$ cat config.mk
export PLATFORM = sky130hd
export DESIGN_NAME = fb_fetch_unit
export DESIGN_NICKNAME = d
export VERILOG_FILES = /design/src/rtl/fb_fetch_unit.sv
export SDC_FILE = /design/constraint.sdc
export NUM_CORES = 1
export LEC_CHECK = 0
export ABC_AREA = 1
export CAP_MARGIN = 20
export CORE_ASPECT_RATIO = 0.7
export CORE_UTILIZATION = 45
export DETAILED_ROUTE_END_ITERATION = 10
export PLACE_DENSITY = 0.69
export SYNTH_ARGS = -nofsm -noshare
export SYNTH_HDL_FRONTEND = slang
export SYNTH_SLANG_ARGS = --single-unit
$ cat constraint.sdc
create_clock -name clk -period 16.85 [get_ports clk]
set_input_delay 5.055 -clock clk [delete_from_list [all_inputs] [get_ports clk]]
set_output_delay 5.055 -clock clk [all_outputs]
set_load 0.05 [all_outputs]
$ cat src/rtl/fb_fetch_unit.sv
// -----------------------------------------------------------------------------
// fb_fetch_unit : instruction-fetch (IF) stage
//
// Purpose
//   Owns the PC register, selects the next PC (sequential, predicted or
//   corrected), runs the imem request/response handshake, buffers responses in
//   a small in-order fetch queue and presents them through the IF/ID register.
//   The PC is a word address, so the sequential next PC is pc+1.
//
// Ports
//   clk, rst           clock; synchronous active-high reset
//   imem_req_*         request channel (valid/addr out, ready in)
//   imem_resp_*        in-order response channel (latency >= 1 cycle)
//   pc_src/predict_pc  predicted redirect for the instruction in decode
//   address_src/predict_err_pc, register_rst
//                      misprediction correction / pipeline flush
//   id_ready           decode accepts if_* this cycle
//   if_valid/if_pc/if_inst  IF/ID output register
//
// Configuration macro
//   FB_FETCH_PERF_EN   adds perf_flush_cnt and perf_stall_cnt outputs
// -----------------------------------------------------------------------------

// Credit and overflow checks for the fetch queue.
module fb_fetch_unit_chk #(
  parameter int unsigned CW          = 2,
  parameter int unsigned QUEUE_DEPTH = 2
) (
  input logic          clk,
  input logic          rst,
  input logic          resp_valid,
  input logic [CW-1:0] out_cnt,
  input logic [CW-1:0] q_cnt,
  input logic [CW-1:0] drop_cnt
);
  // A kept response must always find a free queue slot.
  a_no_overflow: assert property (@(posedge clk) disable iff (rst)
    !(resp_valid && (drop_cnt == {CW{1'b0}}) && (q_cnt == CW'(QUEUE_DEPTH))));

  // Outstanding requests plus queued entries never exceed the queue depth.
  a_credit: assert property (@(posedge clk) disable iff (rst)
    ((out_cnt + q_cnt) <= CW'(QUEUE_DEPTH)));
endmodule

module fb_fetch_unit #(
  parameter logic [31:0] RESET_PC    = 32'h0000_0000,
  parameter int unsigned QUEUE_DEPTH = 2
) (
  input  logic        clk,
  input  logic        rst,
  output logic        imem_req_valid,
  output logic [31:0] imem_req_addr,
  input  logic        imem_req_ready,
  input  logic        imem_resp_valid,
  input  logic [31:0] imem_resp_inst,
  input  logic        pc_src,
  input  logic [31:0] predict_pc,
  input  logic        address_src,
  input  logic [31:0] predict_err_pc,
  input  logic        register_rst,
  input  logic        id_ready,
  output logic        if_valid,
  output logic [31:0] if_pc,
  output logic [31:0] if_inst
`ifdef FB_FETCH_PERF_EN
  ,
  output logic [31:0] perf_flush_cnt,
  output logic [31:0] perf_stall_cnt
`endif
);
  localparam int unsigned   CW      = $clog2(QUEUE_DEPTH + 1);
  localparam int unsigned   PW      = (QUEUE_DEPTH > 1) ? $clog2(QUEUE_DEPTH) : 1;
  localparam logic [CW-1:0] DEPTH_C = CW'(QUEUE_DEPTH);
  localparam logic [CW-1:0] ZERO_C  = {CW{1'b0}};
  localparam logic [PW-1:0] LAST_C  = PW'(QUEUE_DEPTH - 1);
  localparam logic [31:0]   NOP     = 32'h0000_0013;

  logic [31:0]   r_pc;
  logic [CW-1:0] r_out;                   // accepted, response not yet seen
  logic [CW-1:0] r_cnt;                   // fetch queue occupancy
  logic [CW-1:0] r_drop;                  // in-flight responses to discard
  logic [31:0]   r_pf_pc [QUEUE_DEPTH];   // PCs of in-flight requests
  logic [PW-1:0] r_pf_wr, r_pf_rd;
  logic [31:0]   r_q_pc   [QUEUE_DEPTH];
  logic [31:0]   r_q_inst [QUEUE_DEPTH];
  logic [PW-1:0] r_q_wr, r_q_rd;
  logic          r_if_valid;
  logic [31:0]   r_if_pc, r_if_inst;

  logic          w_req_valid, w_acc, w_resp, w_err, w_pred, w_flush;
  logic          w_discard, w_push, w_pop;
  logic [CW-1:0] w_inflight_nxt;

  function automatic logic [PW-1:0] ptr_inc(input logic [PW-1:0] p);
    ptr_inc = (p == LAST_C) ? {PW{1'b0}} : p + PW'(1'b1);
  endfunction

  // Credit rule: every request already owns a queue slot for its response.
  assign w_req_valid = !rst && ((r_out + r_cnt) < DEPTH_C);
  assign w_acc       = w_req_valid & imem_req_ready;
  assign w_resp      = imem_resp_valid & (r_out != ZERO_C);
  assign w_err       = address_src | register_rst;
  // A prediction only counts when decode actually takes the branch.
  assign w_pred      = pc_src & r_if_valid & id_ready & ~w_err;
  assign w_flush     = w_err | w_pred;
  assign w_discard   = w_resp & (r_drop != ZERO_C);
  assign w_push      = w_resp & ~w_discard & ~w_flush;
  assign w_pop       = (~r_if_valid | id_ready) & (r_cnt != ZERO_C) & ~w_flush;
  // Everything still owed by imem after this edge.
  assign w_inflight_nxt = r_out + CW'(w_acc) - CW'(w_resp);

  assign imem_req_valid = w_req_valid;
  assign imem_req_addr  = r_pc;
  assign if_valid       = r_if_valid;
  assign if_pc          = r_if_pc;
  assign if_inst        = r_if_inst;

  // PC register: correction beats prediction beats sequential advance.
  always_ff @(posedge clk) begin
    if (rst)         r_pc <= RESET_PC;
    else if (w_err)  r_pc <= predict_err_pc;
    else if (w_pred) r_pc <= predict_pc;
    else if (w_acc)  r_pc <= r_pc + 32'd1;
  end

  // Outstanding-request and drop counters.
  always_ff @(posedge clk) begin
    if (rst) begin
      r_out  <= ZERO_C;
      r_drop <= ZERO_C;
    end else begin
      r_out <= w_inflight_nxt;
      if (w_flush)        r_drop <= w_inflight_nxt;
      else if (w_discard) r_drop <= r_drop - CW'(1'b1);
    end
  end

  // In-flight PC FIFO pointers; drained by every response, kept or dropped.
  always_ff @(posedge clk) begin
    if (rst) begin
      r_pf_wr <= {PW{1'b0}};
      r_pf_rd <= {PW{1'b0}};
    end else begin
      if (w_acc)  r_pf_wr <= ptr_inc(r_pf_wr);
      if (w_resp) r_pf_rd <= ptr_inc(r_pf_rd);
    end
  end

  // In-flight PC FIFO storage.
  always_ff @(posedge clk) begin
    if (w_acc) r_pf_pc[r_pf_wr] <= r_pc;
  end

  // Fetch queue pointers and occupancy; a redirect empties the queue.
  always_ff @(posedge clk) begin
    if (rst || w_flush) begin
      r_q_wr <= {PW{1'b0}};
      r_q_rd <= {PW{1'b0}};
      r_cnt  <= ZERO_C;
    end else begin
      if (w_push) r_q_wr <= ptr_inc(r_q_wr);
      if (w_pop)  r_q_rd <= ptr_inc(r_q_rd);
      r_cnt <= r_cnt + CW'(w_push) - CW'(w_pop);
    end
  end

  // Fetch queue storage.
  always_ff @(posedge clk) begin
    if (w_push) begin
      r_q_pc[r_q_wr]   <= r_pf_pc[r_pf_rd];
      r_q_inst[r_q_wr] <= imem_resp_inst;
    end
  end

  // IF/ID output register; holds its contents while decode stalls.
  always_ff @(posedge clk) begin
    if (rst) begin
      r_if_valid <= 1'b0;
      r_if_pc    <= 32'h0000_0000;
      r_if_inst  <= NOP;
    end else if (w_flush) begin
      r_if_valid <= 1'b0;
    end else if (w_pop) begin
      r_if_valid <= 1'b1;
      r_if_pc    <= r_q_pc[r_q_rd];
      r_if_inst  <= r_q_inst[r_q_rd];
    end else if (id_ready) begin
      r_if_valid <= 1'b0;
    end
  end

`ifdef FB_FETCH_PERF_EN
  logic [31:0] r_perf_flush, r_perf_stall;

  // Performance counters: correction redirects and decode stall cycles.
  always_ff @(posedge clk) begin
    if (rst) begin
      r_perf_flush <= 32'h0000_0000;
      r_perf_stall <= 32'h0000_0000;
    end else begin
      if (w_err)                    r_perf_flush <= r_perf_flush + 32'd1;
      if (r_if_valid && !id_ready)  r_perf_stall <= r_perf_stall + 32'd1;
    end
  end

  assign perf_flush_cnt = r_perf_flush;
  assign perf_stall_cnt = r_perf_stall;
`endif

  fb_fetch_unit_chk #(.CW(CW), .QUEUE_DEPTH(QUEUE_DEPTH)) u_chk (
    .clk        (clk),
    .rst        (rst),
    .resp_valid (imem_resp_valid),
    .out_cnt    (r_out),
    .q_cnt      (r_cnt),
    .drop_cnt   (r_drop)
  );
endmodule

* Yosys cells after proc, flatten, opt, wreduce, memory -nomap -nowiden
Memory sizes are Yosys's and may differ from the RTL's. A register that Yosys moved wholly into a read port is not among the register bits.
Index checks and enable logic that the tools add are counted.
** Operators by class
- Magnitude comparators :: 1
- $mul :: 0
- Divide/modulo/power cells :: 0
- Shifts and indexed selects :: 0
- Equality and inequality tests :: 0
- Reductions and logical operators :: 11
- Mux-type cells :: 17
- Bitwise logic cells :: 17
- Add/subtract/negate cells :: 11
** Operators with widths (number)
- 32-bit 2-to-1 mux :: 3
- 32-bit by 1-bit adder with 32-bit output (second input constant) :: 1
- 1-bit 2-to-1 mux :: 12
- 1-bit AND :: 10
- 2-bit nonzero test :: 5
- 1-bit adder (second input constant) :: 4
- 2-bit by 1-bit adder with 2-bit output :: 2
- 2-bit 2-to-1 mux :: 2
- 1-bit inverter :: 4
- 2-bit by 1-bit subtractor with 2-bit output :: 2
- 1-bit OR :: 3
- 3-bit nonzero test :: 1
- 2-bit adder :: 1
- 2-bit less-than comparator (second input constant) :: 1
- 2-bit AND reduction :: 1
- 2-bit OR reduction :: 1
- 2-bit by 1-bit subtractor with 2-bit output (second input constant) :: 1
- 1-bit logical AND :: 1
- 1-bit zero test :: 1
- 1-bit logical OR :: 1
** Word-level totals
- RAM bits :: 192
- Bits in latches :: 0
- Register bits after elaboration :: 43
- Input bits :: 104
- Word-level logic and storage cells :: 69
- Memories :: 3
- Memory bits (read-only) :: 0
- Output and inout port bits :: 98
** Memories
- r_pf_pc :: depth 2, bits a word 32, rd ports 1, clocked after Yosys merged registers in 1, write ports 1, RTL line 82 : logic [31:0] r_pf_pc [QUEUE_DEPTH];
- r_q_inst :: depth 2, bits a word 32, rd ports 1, clocked after Yosys merged registers in 1, write ports 1, RTL line 85 : logic [31:0] r_q_inst [QUEUE_DEPTH];
- r_q_pc :: depth 2, bits a word 32, rd ports 1, clocked after Yosys merged registers in 1, write ports 1, RTL line 84 : logic [31:0] r_q_pc [QUEUE_DEPTH];

* Longest topological paths before layout
- Depth in word-level cells :: 8
- Gate-level depth with buffers :: 12
- Mapped depth without buffers :: 11

* Least setup slack after synthesis
Ideal clock, no wire load.
- Kind :: input port to output port
- Start point :: input rst
- End point :: output imem_req_valid
- Stages on the path :: 4
- Data arrival time :: 5.778 ns
- Path buffers :: 1
- Setup slack :: 6.017 ns
- Data required time :: 11.795 ns
- Cell sequence :: buf_2 -> inv_2 -> nand3_2 -> inv_1
** Between the ends
- Word-level cells in the longest chain between the ends :: 2
** Ends and longest elaborated chain
- start: declaration :: RTL line 50 : input logic rst,
- 1-bit zero test :: RTL line 99 : assign w_req_valid = !rst && ((r_out + r_cnt) < DEPTH_C);
- 1-bit logical AND :: RTL line 99
- end: declaration :: RTL line 51 : output logic imem_req_valid,
Every way passes these cells.

* Worst setup path after layout
Ends and elaborated chain as after synthesis.

==> flow_summary_export.csv <==
group,metric,value,unit
cts,clkLatencyLatePin,0.55,ns
timing,skew,0.01750,ns
drt,vias,8891,
die,initial_core_util,0.4594,
cts,cts_buffers,29,
die,die_w,199.8,um
cts,numClockSinks,300,
timing,fmax,79.01,MHz
synth,synthesis.area,12330,um^2
grt,antenna_found_initial,0,
final_layout,fin_cells,1758,
cts,cts_tree,"built",
grt,gr-total-overflow,0,
synth,synthDistinctLibCells,39,
timing,setup_violations,0,
drt,drt-total-wl,28.96,mm
cts,cts_setup_buffers,0,
setup_path,worstPathMaxFanout,98,
timing,hold_viol,0,
setup_path,crit_type,"input pin to output port",
timing,drv_slew,0,
timing,tightest_slew,1.079,ns
drt,drt-initial-drc-count,527,
drt,routedWlPerCell,16.47,um
placed_design,io_buffers,201,
synth,synth-seq-area-share,0.6430,
cts,postCtsResizedCells,0,
setup_path,cp-end-kind,"output port",
synth,avgSynthCellArea,10.36,um^2
setup_path,crit_path_start_kind,"input pin",
die,dieArea,28080,um^2
setup_path,crit_required,11.79,ns
pwr,powerDensity,109.6,nW/um^2
grt,grt_max_degree,99,
die,rows,50,
status,status,"finished clean",
final_layout,fin_nets,1481,
final_layout,syn_to_final_growth,26.21,%
timing,min_period,12.66,ns
cts,htreeDepth,1,
die,pin_count,202,
cts,root_buffer,"clkbuf_16",
hold_path,hp-class,"flip-flop to flip-flop",
die,dieHeight,140.5,um
placed_design,dp_cells,1704,
synth,yosys_warnings,0,
job,drv_cap,0,
drt,drt_pass1_iterations,6,
cts,cts.clk_slew.worst_paths,0.06,ns
grt,grtUsageTotal,0.2083,
synth,mappedNetlistNets,1300,
grt,first_global_vias,8542,
synth,synth-seq-cells,300,
drt,viasPerCell,5.057,
drt,remaining_drc_errors,0,
placed_design,hpwlAfterDp,18.71,mm
synth,syn_inst,1190,
timing,fin_tns_setup,0,ns
cts,cts.path.max_buffers,3,
final_layout,fillers,2252,
cts,cts_hold_buf,0,
timing,max_slew_margin,0.2806,
timing,min_period_over_period,0.7512,
timing,rsz0062_at_grt,"false",
die,fp.coreArea,26840,um^2
final_layout,drive_gt1_frac,0.08758,
drt,postRouteAntennaNets,0,
placed_design,finalWeightedCongestion,0.8641,
final_layout,utilization,0.5798,
grt,grt_pass1_wl,45.52,mm
setup_path,crit_arrival,7.60,ns
pwr,leakagePower,5.602,nW
pwr,irDropWorstVdd,68.13,uV
[final timing paths]
kind	start	endpoint	slack, ns	cells after the start
max reg2reg	if_valid$_SDFFE_PP0P_	r_q_pc[1][11]$_DFFE_PP_	13.58	6
max	rst	imem_req_valid	4.19	6
min	r_pf_rd$_SDFFE_PP0N_	flip-flop	0.47	1
min reg2reg	r_pf_rd$_SDFFE_PP0N_	flip-flop	0.47	1
[cell usage after synthesis]
| cell type | number | area [um^2] |
|---|---|---|
| nand2_1 | 361 | 1355 |
| edfxtp_1 | 192 | 5766 |
| dfxtp_1 | 108 | 2162 |
| nor2_1 | 78 | 292.8 |
| o21ai_0 | 69 | 345.3 |
| a31oi_1 | 61 | 381.6 |
| inv_1 | 58 | 217.7 |
| nand3_1 | 52 | 260.3 |
| a21oi_1 | 39 | 195.2 |
| mux2_2 | 29 | 326.6 |
| buf_2 | 23 | 115.1 |
| clkbuf_1 | 22 | 82.58 |
| buf_4 | 11 | 82.58 |
| o21ai_1 | 11 | 55.05 |
| nor2_4 | 9 | 101.4 |
| a22o_1 | 7 | 61.31 |
| ha_1 | 6 | 75.07 |
| buf_6 | 4 | 45.04 |
| nand2_2 | 4 | 25.02 |
| nand3_2 | 4 | 40.04 |
| o211ai_1 | 4 | 30.03 |
| or2_2 | 4 | 25.02 |
| a21oi_2 | 3 | 26.28 |
| inv_2 | 3 | 11.26 |
| mux2_1 | 3 | 33.78 |
| nand3b_1 | 3 | 22.52 |
| o21bai_1 | 3 | 22.52 |
| xnor2_1 | 3 | 26.28 |
| xor2_1 | 3 | 26.28 |
| nand2_4 | 2 | 22.52 |
| nor2_2 | 2 | 12.51 |
| o21a_1 | 2 | 15.01 |
| and2_1 | 1 | 6.260 |
| buf_1 | 1 | 3.750 |
| nand4_1 | 1 | 6.260 |
| nand4_4 | 1 | 21.27 |
| nor2_8 | 1 | 20.02 |
| nor3_1 | 1 | 5.000 |
| nor3b_1 | 1 | 7.510 |
[cells by family (layout without fill, tap and decap cells)]
family                     count (synthesis)  after routing  share of synthesized area
buffers and inverters                    122            325                    0.04526
adders and majority gates                  6              6                   0.006089
xor gates and xnor gates                   6              6                   0.004263
AOI/OAI and AO/OA                        199            199                    0.09184
other                                      0              1                          0
and+or+nand+nor                          525            525                     0.1803
muxes                                     32             32                    0.02923
DFF                                      300            300                     0.6430
[cell type report]
class                           count  area, um^2  area share
Clock buffer                       44       832.0     0.05347
Clock inverter                      9       155.1    0.009970
Inverter                           61       229.0     0.01471
Antenna cell                        1       2.502   0.0001608
Sequential cell                   300        7929      0.5095
Multi-Input combinational cell    768        3871      0.2488
Timing Repair Buffer              211        2087      0.1341
Tap cell                          364       455.4     0.02927
[worst max-delay path, stage by stage]
cell	delay, ns
clkdlybuf4s50_1	0.57
inv_2	0.09
buf_4	0.77
nand3_2	0.20
inv_1	0.10
clkdlybuf4s50_1	0.79
[where the power goes]
part / leakage [nW] / switching, mW / internal [mW] / total, mW
sequential: 2.63 / 0.0256 / 0.823 / 0.849
clock: 0.478 / 0.265 / 0.401 / 0.666
combinational: 2.49 / 0.113 / 0.0775 / 0.191
total: 5.60 / 0.404 / 1.30 / 1.71
[sequential cells by signal, summed over array words and instances, names as in the netlist, 2 cells and up, named ones only]
signal         count
r_pf_pc           64
r_out              2
r_cnt              2
r_q_inst          64
imem_req_addr     32
if_inst           32
r_drop             2
r_q_pc            64
if_pc             32
[placed cells by master (no fill, tap or decap), types with 2 or more instances in the layout]
master / count
buf_4: 10
o21bai_1: 3
clkbuf_8: 5
ha_1: 6
or2_2: 4
edfxtp_1: 192
nand2_1: 361
inv_1: 57
inv_2: 4
nand3_2: 4
clkdlybuf4s50_1: 201
o21ai_1: 11
nand2_2: 4
clkbuf_1: 10
a22o_1: 7
dfxtp_1: 107
a21oi_2: 3
clkinv_2: 2
o21ai_0: 69
nor2_1: 73
o21a_1: 2
nand3b_1: 3
nor2_4: 12
bufinv_16: 4
mux2_2: 29
xor2_1: 3
mux2_1: 3
a21oi_1: 39
clkbuf_16: 29
nand3_1: 52
nor2_2: 4
a31oi_1: 61
xnor2_1: 3
o211ai_1: 4
nand2_4: 2
[per-layer routing]
layer  up-vias  GRT usage  share of wire
met3        38    0.03973          0.065
met5         -          0              0
met1      4124     0.2997           0.48
li1       4441          -              -
met2       288     0.3275           0.44
met4         0    0.04299          0.017
[per-stage QoR]
step                      setup WS, ns  hold slack (ns)  total power [mW]  instance area, um^2
final                            4.193           0.4733             1.706                15560
after global routing             3.975           0.4959             1.768                15560
after CTS                        4.124           0.4790             1.720                15560
after detailed placement         4.132           0.4691             1.055                14570
after global placement           4.130           0.4357             1.049                14570
after floorplan                  6.017           0.4255            0.9792                12330
(Power assumes the default switching activity.)
